<file path="src/rtl/dispense_sequencer.sv">
// Dispense sequencer: meters portions by counting timer ticks, then settles.
// Watchdog faults the run if ticks stop arriving while the gate is active.
module dispense_sequencer #(
  parameter int PORTION_W         = 4,
  parameter int TICKS_PER_PORTION = 2,
  parameter int SETTLE_TICKS      = 1,
  parameter int TICK_TIMEOUT      = 1023
) (
  input  logic                 clk,
  input  logic                 rst_n,
  input  logic                 start,
  input  logic [PORTION_W-1:0] portions,
  input  logic                 abort,
  input  logic                 tick,
  output logic                 timer_en,
  output logic                 gate_open,
  output logic                 busy,
  output logic                 done,
  output logic                 error,
  output logic [PORTION_W-1:0] remaining
);

  localparam int TC_W = $clog2(TICKS_PER_PORTION) + 1;
  localparam int SC_W = $clog2(SETTLE_TICKS) + 1;
  localparam int WD_W = $clog2(TICK_TIMEOUT + 1);

  localparam logic [TC_W-1:0] TC_LAST = TC_W'(TICKS_PER_PORTION - 1);
  localparam logic [SC_W-1:0] SC_LAST = SC_W'(SETTLE_TICKS - 1);
  localparam logic [WD_W-1:0] WD_LAST = WD_W'(TICK_TIMEOUT - 1);
  localparam logic [WD_W-1:0] WD_MAX  = '1;
  localparam logic [PORTION_W-1:0] ONE = PORTION_W'(1);

  typedef enum logic [2:0] {
    S_IDLE,
    S_DISPENSE,
    S_SETTLE,
    S_DONE,
    S_FAULT
  } state_e;

  state_e               state_q, state_d;
  logic                 timer_en_q, timer_en_d;
  logic                 gate_open_q, gate_open_d;
  logic                 busy_q, busy_d;
  logic                 done_q, done_d;
  logic                 error_q, error_d;
  logic [PORTION_W-1:0] remaining_q, remaining_d;
  logic [TC_W-1:0]      tick_cnt_q, tick_cnt_d;
  logic [SC_W-1:0]      settle_cnt_q, settle_cnt_d;
  logic [WD_W-1:0]      wdog_q, wdog_d;
  logic [WD_W-1:0]      wdog_inc;
  logic                 wdog_hit;

  assign timer_en  = timer_en_q;
  assign gate_open = gate_open_q;
  assign busy      = busy_q;
  assign done      = done_q;
  assign error     = error_q;
  assign remaining = remaining_q;

  assign wdog_inc = (wdog_q == WD_MAX) ? wdog_q : wdog_q + WD_W'(1);
  // The cycle that would bring the watchdog to TICK_TIMEOUT faults.
  assign wdog_hit = (wdog_q >= WD_LAST);

  always_comb begin
    state_d      = state_q;
    timer_en_d   = timer_en_q;
    gate_open_d  = gate_open_q;
    busy_d       = busy_q;
    done_d       = 1'b0;
    error_d      = error_q;
    remaining_d  = remaining_q;
    tick_cnt_d   = tick_cnt_q;
    settle_cnt_d = settle_cnt_q;
    wdog_d       = '0;

    unique case (state_q)
      S_IDLE: begin
        if (start) begin
          if (portions != '0) begin
            state_d      = S_DISPENSE;
            remaining_d  = portions;
            gate_open_d  = 1'b1;
            timer_en_d   = 1'b1;
            busy_d       = 1'b1;
            tick_cnt_d   = '0;
            settle_cnt_d = '0;
          end else begin
            done_d = 1'b1;
          end
        end
      end

      S_DISPENSE: begin
        if (abort) begin
          state_d     = S_IDLE;
          gate_open_d = 1'b0;
          timer_en_d  = 1'b0;
          busy_d      = 1'b0;
          remaining_d = '0;
        end else if (tick) begin
          if (tick_cnt_q == TC_LAST) begin
            tick_cnt_d = '0;
            if (remaining_q != '0) begin
              remaining_d = remaining_q - ONE;
            end
            if (remaining_q == ONE) begin
              state_d      = S_SETTLE;
              gate_open_d  = 1'b0;
              settle_cnt_d = '0;
            end
          end else begin
            tick_cnt_d = tick_cnt_q + TC_W'(1);
          end
        end else if (wdog_hit) begin
          state_d     = S_FAULT;
          gate_open_d = 1'b0;
          timer_en_d  = 1'b0;
          busy_d      = 1'b0;
          error_d     = 1'b1;
        end else begin
          wdog_d = wdog_inc;
        end
      end

      S_SETTLE: begin
        if (abort) begin
          state_d     = S_IDLE;
          gate_open_d = 1'b0;
          timer_en_d  = 1'b0;
          busy_d      = 1'b0;
          remaining_d = '0;
        end else if (tick) begin
          if (settle_cnt_q == SC_LAST) begin
            state_d    = S_DONE;
            timer_en_d = 1'b0;
            busy_d     = 1'b0;
            done_d     = 1'b1;
          end else begin
            settle_cnt_d = settle_cnt_q + SC_W'(1);
          end
        end else if (wdog_hit) begin
          state_d     = S_FAULT;
          gate_open_d = 1'b0;
          timer_en_d  = 1'b0;
          busy_d      = 1'b0;
          error_d     = 1'b1;
        end else begin
          wdog_d = wdog_inc;
        end
      end

      S_DONE: begin
        state_d = S_IDLE;
      end

      S_FAULT: begin
        if (abort) begin
          state_d     = S_IDLE;
          error_d     = 1'b0;
          remaining_d = '0;
        end
      end

      default: begin
        state_d     = S_IDLE;
        gate_open_d = 1'b0;
        timer_en_d  = 1'b0;
        busy_d      = 1'b0;
        error_d     = 1'b0;
        remaining_d = '0;
      end
    endcase
  end

  always_ff @(posedge clk or negedge rst_n) begin
    if (!rst_n) begin
      state_q      <= S_IDLE;
      timer_en_q   <= 1'b0;
      gate_open_q  <= 1'b0;
      busy_q       <= 1'b0;
      done_q       <= 1'b0;
      error_q      <= 1'b0;
      remaining_q  <= '0;
      tick_cnt_q   <= '0;
      settle_cnt_q <= '0;
      wdog_q       <= '0;
    end else begin
      state_q      <= state_d;
      timer_en_q   <= timer_en_d;
      gate_open_q  <= gate_open_d;
      busy_q       <= busy_d;
      done_q       <= done_d;
      error_q      <= error_d;
      remaining_q  <= remaining_d;
      tick_cnt_q   <= tick_cnt_d;
      settle_cnt_q <= settle_cnt_d;
      wdog_q       <= wdog_d;
    end
  end

endmodule

</file>
<file path="config.mk">
export PLATFORM = sky130hd
export DESIGN_NAME = dispense_sequencer
export DESIGN_NICKNAME = d
export VERILOG_FILES = /design/src/rtl/dispense_sequencer.sv
export SDC_FILE = /design/constraint.sdc
export NUM_CORES = 1
export LEC_CHECK = 0
export CORE_MARGIN = 3
export CORE_UTILIZATION = 50
export CTS_BUF_LIST = sky130_fd_sc_hd__clkbuf_4 sky130_fd_sc_hd__clkbuf_8 sky130_fd_sc_hd__clkbuf_16
export CTS_CLUSTER_DIAMETER = 100
export CTS_CLUSTER_SIZE = 24
export DETAILED_ROUTE_END_ITERATION = 12
export GPL_TIMING_DRIVEN = 1
export PLACE_DENSITY_LB_ADDON = 0.08
export SLEW_MARGIN = 20
export SYNTH_ARGS = -nofsm -noshare
export SYNTH_HDL_FRONTEND = slang
export SYNTH_SLANG_ARGS = --single-unit
export TNS_END_PERCENT = 50
</file>
<file path="constraint.sdc">
create_clock -name clk -period 5.8 [get_ports clk]
set_clock_uncertainty 0.15 [all_clocks]
set_input_delay 1.74 -clock clk [delete_from_list [all_inputs] [get_ports clk]]
set_output_delay 1.74 -clock clk [all_outputs]
set_load 0.01 [all_outputs]
</file>
==> flow_metrics.py <==
metrics = {
    "yosys": {
        "synth_commonest_cells": "24 x dfrtp_1, 16 x nor2_1, 12 x nand2_1, 10 x a21oi_1",
        "synth_seq_cells": 24,
        "synth_edf_count": 0,
        "postSynthCellCount": 166,
        "yosys.area.top_type": "dfrtp_1",
        "synth_area_leaders": "dfrtp_1 40%, nor2_1 4.0%, a21oi_1 3.4%, ha_1 3.4%, nand2_1 3.0%",
        "synth_most_common_cell": "dfrtp_1",
        "yosysTopAreaCellShare_pct": 40.3,
        "async_reset_ff_share_pct": 100,
        "ys_seq_area_share_pct": 40.3,
        "synth.avg_cell_area_um2": 8.97,
        "netlist_area_mm2": 0.00149,
        "synth_cell_type_count": 50,
        "synth_ff_type": "dfrtp_1",
        "synth_warnings": 0,
        "synth_nets": 179,
    },
    "routing": {
        "avgRoutedWirePerCell_um": 16.2,
        "vias_per_cell": 6.32,
        "drtPass1Iterations": 4,
        "ant_nets": 0,
        "wl_um": 3440,
        "drt-initial-drc-count": 76,
        "vias": 1340,
        "drcViolationCount": 0,
    },
    "setup_path": {
        "r2r-start": "state_q[0]",
        "cp_slowest_cell": "o41ai_1",
        "reg2reg_depth": 4,
        "cp_max_fo": 4,
        "critPathTopFamily": "compound AO/OA/AOI/OAI gates",
        "cp-end-kind": "flip-flop",
        "worstPathArrival_ns": 3.53,
        "r2r_setup_slack_ns": 3.67,
        "crit_chain": "clkdlybuf4s50_1 > o41ai_1 > a21oi_1 > nand3_1 > mux2i_1",
        "critPathKind": "input port to flip-flop",
        "crit_start": "portions[1]",
        "cp.depth": 5,
        "r2r-end": "remaining[0]",
        "cp.required_ns": 5.89,
        "crit_buf_inv": 1,
        "slowest_delay_ns": 0.72,
        "cp-start-kind": "input port",
        "endpoint": "remaining[0]",
    },
    "clocking": {
        "root_buffer": "clkbuf_4",
        "cts_tree": "built",
        "clock_sinks": 24,
        "clk_path_buf_depth": 2,
        "worstSkewPairLatency_ns": 0.31,
        "cts_buffers": 3,
        "cts-hold-fix-buffers": 0,
        "postCtsResizedCells": 0,
        "post-cts-setup-buffers": 0,
        "htreeDepth": 1,
        "path_clk_slew_ns": 0.13,
    },
    "cells_and_area": {
        "drive_gt1_share_pct": 4.97,
        "stdcell_area_mm2": 0.00172,
        "multi_input_comb_area_um2": 835,
        "nets": 195,
        "syn2layout_area_growth_pct": 15.6,
        "seqCellArea_um2": 601,
        "final_core_util_pct": 61.4,
        "antenna_cells": 0,
        "fill_cells": 257,
    },
    "global_routing": {
        "antenna_found_initial": 0,
        "first_global_vias": 1306,
        "grt_usage_pct": 20.6,
        "overflow": 0,
        "grt_max_degree": 25,
        "grt_pass1_wl_um": 5810,
    },
    "flow_run": {
        "maxCapViolations": 0,
    },
    "timing": {
        "rsz0062_at_grt": "false",
        "drv_slew": 0,
        "tightestPinTransition_ns": 0.740,
        "setup_viol": 0,
        "setup_tns_ns": 0,
        "max_clock_freq_ghz": 0.291,
        "layout_min_cycle_time_ns": 3.44,
        "hold_viol": 0,
        "fin_crit_sh_pct": 59.3,
        "slew_headroom_pct": 50.0,
    },
    "placement": {
        "portBuffers": 17,
        "gp_congestion": 0.975,
        "placed_cell_area_mm2": 0.00167,
        "dp_hpwl_um": 2480,
    },
    "power": {
        "pwr-share-clk_pct": 19.6,
        "pwr_density_cell_mw_per_mm2": 357,
        "seqPwrFrac_pct": 39.8,
        "max-vdd-ir-drop_v": 0.000149,
        "p_leak_nw": 0.705,
        "power.net_switching_mw": 0.222,
        "switching_share_pct": 36.0,
        "p_int_mw": 0.393,
        "power.share.combinational_pct": 40.7,
        "p_total_mw": 0.615,
    },
    "die": {
        "chipWidth_um": 60.6,
        "top_level_ports": 18,
        "start_util_pct": 53.1,
        "core_mm2": 0.00281,
        "die_h_um": 60.6,
        "fp-row-count": 19,
        "dieArea_mm2": 0.00367,
    },
    "outcome": {
        "status": "finished clean",
    },
    "worst_hold_path": {
        "min_path_type": "flip-flop to flip-flop",
        "min_from": "timer_en",
    },
}
## state kept, by name, summed over array words and instances, names as in the netlist
signal,flops
wdog_q,10
timer_en,1
error,1
state_q,3
busy,1
tick_cnt_q,2
remaining,4
done,1
gate_open,1
## stage by stage
| stage | hold slack (ns) | worst slack [ns] | std cells |
|---|---|---|---|
| after floorplan | 0.328 | 2.83 | 166 |
| after global placement | 0.324 | 2.14 | 208 |
| after detailed placement | 0.335 | 2.08 | 208 |
| after CTS | 0.366 | 2.42 | 212 |
| after global routing | 0.382 | 2.24 | 212 |
| final | 0.356 | 2.36 | 212 |
## kinds of logic (layout without fill, tap and decap cells)
family,Yosys count,after routing,share of synthesized area [%]
xor gates and xnor gates,3,3,1.77
buffers and inverters,14,29,3.61
AOI/OAI and AO/OA,51,51,23.6
muxes,3,3,2.02
and+or+nand+nor,67,67,25.3
adders and majority gates,4,4,3.36
DFF,24,24,40.3
## worst min path at each step
stage                    end  slack [ns]  depth (start not counted)
3_5_place_dp        timer_en        0.33                          1
6_report            timer_en        0.36                          1
2_1_floorplan  tick_cnt_q[1]        0.33                          1
4_1_cts             timer_en        0.37                          1
3_3_place_gp           error        0.32                          1
5_1_grt             timer_en        0.38                          1
## worst register-to-register path, cell delays in order, from the launching register on
cell     delay (ns)
dfrtp_1        0.70
nor4b_2        0.48
o21ai_0        0.27
nand3_1        0.25
mux2i_1        0.21
## layer usage
layer	GRT usage, %	part of all wire [%]
met1	26.1	44
met2	35.0	51
met3	3.40	3.9
met4	8.05	1.3
met5	0	0
## power by group through the flow
stage | Combinational (mW) | Clock (mW) | Sequential, mW
6_report | 0.250 | 0.120 | 0.245
5_1_grt | 0.283 | 0.132 | 0.250
4_1_cts | 0.252 | 0.125 | 0.244
3_5_place_dp | 0.249 | 0 | 0.247
3_3_place_gp | 0.246 | 0 | 0.246
2_1_floorplan | 0.164 | 0 | 0.236
## placed cells by master (no fill, tap or decap), drive strengths merged, types with 2 or more instances in the layout
cell | synthesis | routed
nor2 | 16 | 16
nor4b | 3 | 3
nand3 | 8 | 8
a221oi | 2 | 2
a31oi | 4 | 4
nand2 | 12 | 12
xor2 | 2 | 2
nor3b | 3 | 3
nand4 | 3 | 3
o21a | 5 | 5
or3b | 2 | 2
nor2b | 3 | 3
mux2i | 3 | 3
o31ai | 2 | 2
o311ai | 2 | 2
nor3 | 4 | 4
clkdlybuf4s50 | 0 | 16
o211ai | 2 | 2
clkbuf | 5 | 3
o2bb2ai | 2 | 2
or3 | 3 | 3
a21oi | 10 | 10
ha | 4 | 4
inv | 8 | 8
o21ai | 8 | 8
nand2b | 4 | 4
a211oi | 2 | 2
dfrtp | 24 | 24
a22oi | 3 | 3
## cell type report
class                      count  share of cell area, %
clock buffer                   3                   1.31
clock inverter                 1                   1.74
inverter                       8                   1.74
multi-input combinational    128                   48.5
sequential                    24                   34.9
tap                           31                   2.25
timing repair buffer          17                   9.59
No activity file was read; power rests on OpenSTA's default activity.
